## src/rtl/cl_arbiter.sv

```systemverilog
// cl_arbiter: shares one cacheline adapter between the I-cache (reads) and
// the D-cache (reads/writebacks). Round-robin on contention, one outstanding
// read per port, returned lines routed by matching the line address.
module cl_arbiter #(
    parameter bit RR_INIT = 1'b0  // 0: I wins first contest, 1: D wins
) (
    input  logic         clk,
    input  logic         rst_n,
    input  logic [31:0]  i_addr,
    input  logic         i_read,
    output logic         i_ready,
    output logic [255:0] i_rdata,
    output logic         i_resp,
    input  logic [31:0]  d_addr,
    input  logic         d_read,
    input  logic         d_write,
    input  logic [255:0] d_wdata,
    output logic         d_ready,
    output logic [255:0] d_rdata,
    output logic         d_resp,
    output logic [31:0]  mc_addr,
    output logic         mc_read,
    output logic         mc_write,
    output logic [255:0] mc_wdata,
    input  logic         cl_ready,
    input  logic [31:0]  cl_raddr,
    input  logic [255:0] cl_rdata,
    input  logic         cl_resp,
    output logic         arb_err
);

    typedef enum logic       {I_IDLE, I_PEND} ist_e;
    typedef enum logic [1:0] {D_IDLE, D_PEND_RD, D_WACK} dst_e;

    ist_e        i_st_q, i_st_d;
    dst_e        d_st_q, d_st_d;
    logic [26:0] i_pa_q, i_pa_d;
    logic [26:0] d_pa_q, d_pa_d;
    logic        last_q, last_d;      // port granted last: 0 = I, 1 = D
    logic        err_q, err_d;
    logic        i_wait_q, i_wait_d;  // request seen high but not accepted
    logic        d_wait_q, d_wait_d;

    logic i_elig, d_elig, i_gnt, d_gnt, d_wr;
    logic i_match, d_match;

    // Line-offset bits of the addresses carry no meaning here.
    logic unused_bits;
    assign unused_bits = ^{i_addr[4:0], d_addr[4:0], cl_raddr[4:0]};

    // Grant, response routing and adapter-side outputs for this cycle.
    always_comb begin
        // A simultaneous read+write from D is treated as a write.
        d_wr    = d_write;
        i_elig  = i_read && (i_st_q == I_IDLE);
        d_elig  = (d_read || d_write) && (d_st_q == D_IDLE);
        i_gnt   = 1'b0;
        d_gnt   = 1'b0;
        // Grants are gated by rst_n so outputs are quiet while reset is held.
        if (cl_ready && rst_n) begin
            if (i_elig && d_elig) begin
                i_gnt = last_q;
                d_gnt = ~last_q;
            end else begin
                i_gnt = i_elig;
                d_gnt = d_elig;
            end
        end

        i_match = cl_resp && (i_st_q == I_PEND)    && (i_pa_q == cl_raddr[31:5]);
        d_match = cl_resp && (d_st_q == D_PEND_RD) && (d_pa_q == cl_raddr[31:5]);

        i_ready  = i_gnt;
        d_ready  = d_gnt;
        i_resp   = i_match;
        i_rdata  = i_match ? cl_rdata : '0;
        d_resp   = d_match || (d_st_q == D_WACK);
        d_rdata  = d_match ? cl_rdata : '0;

        mc_read  = i_gnt || (d_gnt && !d_wr);
        mc_write = d_gnt && d_wr;
        mc_wdata = (d_gnt && d_wr) ? d_wdata : '0;
        if (i_gnt)      mc_addr = {i_addr[31:5], 5'b0};
        else if (d_gnt) mc_addr = {d_addr[31:5], 5'b0};
        else            mc_addr = '0;
        arb_err  = err_q;
    end

    // Next-state for port FSMs, pending addresses, round-robin and error flag.
    always_comb begin
        i_st_d   = i_st_q;
        d_st_d   = d_st_q;
        i_pa_d   = i_pa_q;
        d_pa_d   = d_pa_q;
        last_d   = last_q;
        err_d    = err_q;
        i_wait_d = i_read && !i_gnt;
        d_wait_d = (d_read || d_write) && !d_gnt;

        if (i_match) i_st_d = I_IDLE;
        if (i_gnt) begin
            i_st_d = I_PEND;
            i_pa_d = i_addr[31:5];
            last_d = 1'b0;
        end

        case (d_st_q)
            D_WACK:    d_st_d = D_IDLE;
            D_PEND_RD: if (d_match) d_st_d = D_IDLE;
            default:   d_st_d = d_st_q;
        endcase
        if (d_gnt) begin
            d_st_d = d_wr ? D_WACK : D_PEND_RD;
            if (!d_wr) d_pa_d = d_addr[31:5];
            last_d = 1'b1;
        end

        if (cl_resp && !i_match && !d_match)  err_d = 1'b1;
        if (d_read && d_write)                err_d = 1'b1;
        if (i_wait_q && !i_read)              err_d = 1'b1;
        if (d_wait_q && !(d_read || d_write)) err_d = 1'b1;
    end

    // State registers; reset drops all outstanding work.
    always_ff @(posedge clk or negedge rst_n) begin
        if (!rst_n) begin
            i_st_q   <= I_IDLE;
            d_st_q   <= D_IDLE;
            i_pa_q   <= '0;
            d_pa_q   <= '0;
            last_q   <= ~RR_INIT;
            err_q    <= 1'b0;
            i_wait_q <= 1'b0;
            d_wait_q <= 1'b0;
        end else begin
            i_st_q   <= i_st_d;
            d_st_q   <= d_st_d;
            i_pa_q   <= i_pa_d;
            d_pa_q   <= d_pa_d;
            last_q   <= last_d;
            err_q    <= err_d;
            i_wait_q <= i_wait_d;
            d_wait_q <= d_wait_d;
        end
    end

endmodule
```

## config.mk

```make
export PLATFORM = sky130hd
export DESIGN_NAME = cl_arbiter
export DESIGN_NICKNAME = d
export VERILOG_FILES = /design/src/rtl/cl_arbiter.sv
export SDC_FILE = /design/constraint.sdc
export NUM_CORES = 1
export LEC_CHECK = 0
export ABC_CLOCK_PERIOD_IN_PS = 2200
export CORE_AREA = 2 2 551 553
export CTS_CLUSTER_SIZE = 10
export DETAILED_ROUTE_END_ITERATION = 6
export DIE_AREA = 0 0 553 555
export PLACE_DENSITY_LB_ADDON = 0.05
export RECOVER_POWER = 100
export SYNTH_ARGS = -nofsm -noshare
export SYNTH_HDL_FRONTEND = slang
export SYNTH_SLANG_ARGS = --single-unit
```

## constraint.sdc

```tcl
create_clock -name clk -period 2.2 [get_ports clk]
set_input_delay 0.33 -clock clk [delete_from_list [all_inputs] [get_ports clk]]
set_output_delay 0.33 -clock clk [all_outputs]
set_load 0.02 [all_outputs]
```

Word level (Yosys, flattened, before mapping)
Cells that the tools add are included.
W data, S select, Z words.
{"block": "word_totals", "ff_bits": 61, "output_inout_bits": 807, "elab_cells": 71}
{"block": "classes", "eq_ne": 5, "mux": 21, "bitwise_logic": 3, "reduce_logical": 34}
{"operator": "$mux W256", "n": 3}
{"operator": "$mux W32", "n": 2}
{"operator": "$eq A27 B27 Y1", "n": 2}
{"operator": "$logic_and A1 B1 Y1", "n": 17}
{"operator": "$mux W1", "n": 12}
{"operator": "$logic_not A1 Y1", "n": 7}
{"operator": "$mux W2", "n": 3}
{"operator": "$pmux W2 S2", "n": 1}
{"operator": "$reduce_and A2 Y1", "n": 2}
{"operator": "$reduce_bool A2 Y1", "n": 2}
{"operator": "$reduce_bool A4 Y1", "n": 1}
{"operator": "$logic_or A1 B1 Y1", "n": 3}
{"operator": "$ne A3 B3 Y1 const B", "n": 1}
{"operator": "$not A1 Y1", "n": 3}
{"operator": "$reduce_bool A3 Y1", "n": 1}
{"operator": "$eq A2 B1 Y1 const B", "n": 1}
{"operator": "$eq A2 B2 Y1 const B", "n": 1}
{"operator": "$logic_not A2 Y1", "n": 1}

Depth between registers and ports, before layout
{"block": "depth", "depth_word": 9, "depth_mapped": 9, "mapped_depth_nobuf": 6}

Worst setup path before layout
Ideal clock, no wire load.
{"block": "synth_timing", "path_type": "flip-flop to output port", "startpoint": "register d_pa_q[18]", "endpoint": "output d_rdata[237]", "arrival_ns": 1.935, "required_time_ns": 1.870, "slack_ns": -0.065, "path_stages_with_launch": 8, "cell_sequence": "dfrtp_1 > xor2_1 > nor4_1 > nand4_1 > nor4_4 > clkbuf_2 > buf_2 > and2_1"}
{"block": "synth_via", "elab_chain_cells": 3}
{"item": "start, declared", "line": "38", "source": "logic [26:0] d_pa_q, d_pa_d;"}
{"item": "start signal, assigned", "line": "139", "source": "d_pa_q <= d_pa_d;"}
{"item": "$eq A27 B27 Y1", "line": "71", "source": "d_match = cl_resp && (d_st_q == D_PEND_RD) && (d_pa_q == cl_raddr[31:5]);"}
{"item": "$logic_and A1 B1 Y1", "line": "71"}
{"item": "$mux W256", "line": "78", "source": "d_rdata = d_match ? cl_rdata : '0;"}
{"item": "end, declared", "line": "19", "source": "output logic [255:0] d_rdata,"}
No other way between the ends.

Final worst setup path
{"block": "layout_timing", "startpoint": "input cl_raddr[26]", "endpoint": "output d_rdata[157]"}
{"block": "layout_via", "elab_chain_cells": 3}
{"item": "start, declared", "line": "26", "source": "input logic [31:0] cl_raddr,"}
{"item": "$eq A27 B27 Y1", "line": "71"}
{"item": "$logic_and A1 B1 Y1", "line": "71"}
{"item": "$mux W256", "line": "78"}
No other way between the ends.

==> impl_metrics.prom <==
# TYPE chip_impl_metric gauge
chip_impl_metric{name="sw_frac_of_total",unit="%"} 30.99
chip_impl_metric{name="wl_final",unit="mm"} 185.3
chip_impl_metric{name="max_freq",unit="MHz"} 289.1
chip_impl_metric{name="synth-warning-count",unit=""} 0
chip_impl_info{name="critical_path.endpoint_type",value="primary output"} 1
chip_impl_metric{name="max_slew.worst_pin.slew",unit="ns"} 0.9292
chip_impl_metric{name="cts_hold_buffers",unit=""} 0
chip_impl_info{name="clock_tree.root_cell",value="sky130_fd_sc_hd__clkbuf_16"} 1
chip_impl_metric{name="clk_pin_slew",unit="ns"} 0.07
chip_impl_metric{name="insertion_delay",unit="ns"} 0.38
chip_impl_metric{name="grt_use_total",unit="%"} 11.50
chip_impl_metric{name="worst_ir_drop_vdd",unit="V"} 0.0003853
chip_impl_metric{name="largest_net_degree_at_the_start_of_global_routing",unit=""} 127
chip_impl_metric{name="final_area",unit="µm²"} 33490
chip_impl_metric{name="multi_input_area",unit="µm²"} 6779
chip_impl_metric{name="max_cap_viol_count",unit=""} 0
chip_impl_metric{name="avgSynthCellArea",unit="µm²"} 6.956
chip_impl_metric{name="worst_ep_arrival_time",unit="ns"} 3.13
chip_impl_metric{name="setup-violations-final",unit=""} 836
chip_impl_metric{name="switchingPower",unit="W"} 0.001416
chip_impl_metric{name="timing_hold_violations_final",unit=""} 0
chip_impl_metric{name="ff_latch_area",unit="µm²"} 1528
chip_impl_info{name="worstSetupStartpointType",value="input pin"} 1
chip_impl_info{name="cp_top_family",value="buffers and inverters"} 1
chip_impl_metric{name="detailed_placement_hpwl",unit="mm"} 165.9
chip_impl_info{name="crit_slowest_cell",value="sky130_fd_sc_hd__clkdlybuf4s50_1"} 1
chip_impl_metric{name="design.die.area",unit="µm²"} 306900
chip_impl_info{name="grt_setup_unrepaired",value="true"} 1
chip_impl_metric{name="dpl_worst_slack",unit="ns"} -2.414
chip_impl_info{name="cts_tree",value="built"} 1
chip_impl_metric{name="fillers",unit=""} 34809
chip_impl_metric{name="ys_ff_latch",unit=""} 61
chip_impl_metric{name="detailedRoute.firstIterationViolations",unit=""} 459
chip_impl_info{name="critPathKind",value="input pin to primary output"} 1
chip_impl_metric{name="slew_headroom",unit="%"} 38.05
chip_impl_metric{name="grt_antenna_before_repair",unit=""} 105
chip_impl_metric{name="placed_area",unit="µm²"} 32100
chip_impl_metric{name="layout_cell_share_with_drive_strength_beyond_1",unit="%"} 39.92
chip_impl_metric{name="htree_num_levels",unit=""} 3
chip_impl_metric{name="mappedNetlistArea",unit="µm²"} 8507
chip_impl_metric{name="drc",unit=""} 0
chip_impl_metric{name="power_frac_clock",unit="%"} 35.1
chip_impl_metric{name="first_global_vias",unit=""} 16230
chip_impl_metric{name="avgRoutedWirePerCell",unit="µm"} 27.25
chip_impl_metric{name="placementRows",unit=""} 202
chip_impl_metric{name="worst-path-max-fanout",unit=""} 19
chip_impl_metric{name="comb_power_share",unit="%"} 39.6
chip_impl_metric{name="die_width",unit="µm"} 553
chip_impl_info{name="failed_checks",value="negative setup slack"} 1
chip_impl_metric{name="slowest_delay",unit="ns"} 0.47
chip_impl_metric{name="yosysSeqAreaShare",unit="%"} 17.96
chip_impl_metric{name="start_util",unit="%"} 2.824
chip_impl_metric{name="total_leakage_power",unit="nW"} 14.29
chip_impl_metric{name="total_congestion_overflow_after_global_routing",unit=""} 0
chip_impl_metric{name="drv_slew",unit=""} 0
chip_impl_metric{name="via_density_per_instance",unit=""} 2.263
chip_impl_metric{name="seq_power_share",unit="%"} 25.3
chip_impl_metric{name="die_h",unit="µm"} 555
chip_impl_metric{name="layout_worst_path_cycle_share",unit="%"} 157.2
chip_impl_metric{name="worst_clock_skew",unit="ns"} 0.009302
chip_impl_metric{name="core_region_area",unit="µm²"} 301300
chip_impl_metric{name="cts_buffers",unit=""} 9
chip_impl_metric{name="wire_length_of_the_first_global_routing_pass",unit="mm"} 223.6
chip_impl_metric{name="ctsLongestPathBuffers",unit=""} 2
chip_impl_metric{name="cts_num_sinks",unit=""} 61
chip_impl_metric{name="p_int",unit="W"} 0.003153
chip_impl_info{name="min_delay_worst_type",value="input pin to asynchronous set/reset pin"} 1
chip_impl_metric{name="routed-via-count",unit=""} 15387
chip_impl_metric{name="portBuffers",unit=""} 1401
chip_impl_metric{name="drt.antenna.violating_nets",unit=""} 0
chip_impl_metric{name="postLayoutSetupSlackWorst",unit="ns"} -1.258
chip_impl_metric{name="synthDistinctLibCells",unit=""} 33
chip_impl_metric{name="critPathBufInv",unit=""} 7
chip_impl_metric{name="place_congestion",unit=""} 0.8258
chip_impl_metric{name="instance_count_of_the_mapped_netlist",unit=""} 1223
chip_impl_metric{name="power_density",unit="nW/µm²"} 136.4
chip_impl_info{name="status",value="finished with violations"} 1
chip_impl_metric{name="period_needed",unit="ns"} 3.458
chip_impl_metric{name="syn2layout_area_growth",unit="%"} 293.6
chip_impl_metric{name="cp_data_required_time",unit="ns"} 1.87
chip_impl_metric{name="pin_count",unit=""} 1422
chip_impl_metric{name="final_nets",unit=""} 3393
chip_impl_info{name="worstPathCellList",value="clkdlybuf4s50_1 > xor2_1 > nor4_4 > buf_4 > nand4_1 > buf_4 > nor4_4 > buf_6 > buf_12 > buf_12 > and2_1 > clkdlybuf4s15_2"} 1
chip_impl_metric{name="dr.pass1.iters",unit=""} 4
## kinds of logic (layout without fill, tap and decap cells)
group / count (synthesis) / in the layout / share of synthesized area, %
other cells: 1 / 43 / 0.04408
compound gates: 9 / 9 / 0.8090
xor+xnor: 54 / 54 / 5.560
simple gates: 935 / 935 / 65.05
mux: 28 / 28 / 3.692
flops: 61 / 61 / 17.96
buf+inv: 135 / 1691 / 6.883
## registers in the layout, summed over array words and instances (netlist names)
signal,cells
d_wait_q,1
arb_err,1
i_wait_q,1
d_pa_q,27
d_st_q,2
i_st_q,1
i_pa_q,27
last_q,1
## area by class of cell
cell class,count,area share (%)
diodes,38,0.2840
clock buffers,9,0.6726
clock inverters,7,0.2205
inverters,5,0.05605
multi-input cells,1031,20.24
flip-flops and latches,61,4.562
well taps,3978,14.86
repair buffers,1670,59.10
## path summary, 6_finish.rpt
kind | startpoint | endpoint | slack, ns | cells after the start
worst max register to register | d_st_q[1] | d_pa_q[10] | -0.57 | 8
min in group clk | rst_n | last_q | 0.37 | 4
worst max-delay path | cl_raddr[26] | d_rdata[157] | -1.26 | 12
max in group asynchronous | rst_n | i_pa_q[1] | 0.60 | 3
worst min register to register | d_wait_q | arb_err | 0.49 | 2
worst min-delay path | rst_n | d_pa_q[16] | 0.29 | 2
## layer usage
layer	share of wire, %	vias up	global-route usage, %
li1	-	7101	-
met1	40	7251	13.23
met2	51	833	21.05
met3	8.0	134	3.931
met4	0.88	68	0.9888
met5	0.24	-	0
## cells in the final DEF (no fill, tap or decap), types with 18 or more instances in the layout
cell | Yosys | layout
sky130_fd_sc_hd__mux2_2 | 27 | 27
sky130_fd_sc_hd__and2_1 | 514 | 415
sky130_fd_sc_hd__dlygate4sd2_1 | 0 | 52
sky130_fd_sc_hd__nand2_1 | 138 | 138
sky130_fd_sc_hd__clkdlybuf4s15_2 | 0 | 54
sky130_fd_sc_hd__dfrtp_1 | 60 | 60
sky130_fd_sc_hd__buf_12 | 0 | 371
sky130_fd_sc_hd__buf_4 | 8 | 340
sky130_fd_sc_hd__and2_4 | 0 | 86
sky130_fd_sc_hd__and3_1 | 256 | 246
sky130_fd_sc_hd__xnor2_1 | 22 | 18
sky130_fd_sc_hd__clkbuf_2 | 21 | 32
sky130_fd_sc_hd__diode_2 | 0 | 38
sky130_fd_sc_hd__xor2_1 | 32 | 30
sky130_fd_sc_hd__buf_6 | 1 | 99
sky130_fd_sc_hd__clkdlybuf4s50_1 | 0 | 672
## cell usage after synthesis, drive strengths merged
library cell	number	area share (%)
dfrtp	60	18
or4	1	0.13
and3	256	19
inv	5	0.22
and2b	1	0.088
and2	514	38
a21o	2	0.18
o31ai	1	0.088
nand2	138	6.1
or2	1	0.074
a211oi	1	0.088
conb	1	0.044
xnor2	22	2.3
dfstp	1	0.31
or3	1	0.074
nor4	11	1.2
o21bai	1	0.088
nand3	1	0.059
nand4	7	0.51
buf	22	1.6
mux2i	1	0.12
xor2	32	3.3
o21ai	3	0.18
clkbuf	108	5.1
nor2	2	0.088
nor2b	2	0.15
mux2	27	3.6
a21oi	1	0.19
## stage by stage
step / hold WS [ns] / TNS (ns) / power [W] / instances / util [%]
floorplan: 0.03441 / 0 / 0.001319 / 1227 / -
global placement: 0.4687 / -1276.46 / 0.003019 / 6705 / 10.65
detailed placement: 0.4640 / -1244.62 / 0.003017 / 6705 / 10.65
CTS: 0.02168 / -950.82 / 0.004765 / 6737 / 10.92
global route: 0.3741 / -1011.63 / 0.004862 / 6764 / 11.09
finish: 0.2865 / -836.91 / 0.004568 / 6799 / 11.11
## power by group through the flow
stage / clock, W / sequential, W / combinational (W)
2_1_floorplan: 0 / 0.00117 / 0.000145
6_report: 0.00160 / 0.00116 / 0.00181
4_1_cts: 0.00173 / 0.00116 / 0.00188
3_3_place_gp: 0 / 0.00118 / 0.00184
5_1_grt: 0.00176 / 0.00116 / 0.00194
3_5_place_dp: 0 / 0.00118 / 0.00184
## timing repair
action                                  CTS  global route
cloned                                    6             6
endpoints found under the setup margin  844           849
resized for setup                       629           431
pin swaps                                 9             9
buffers inserted                         10            20
(Power assumes the default switching activity.)
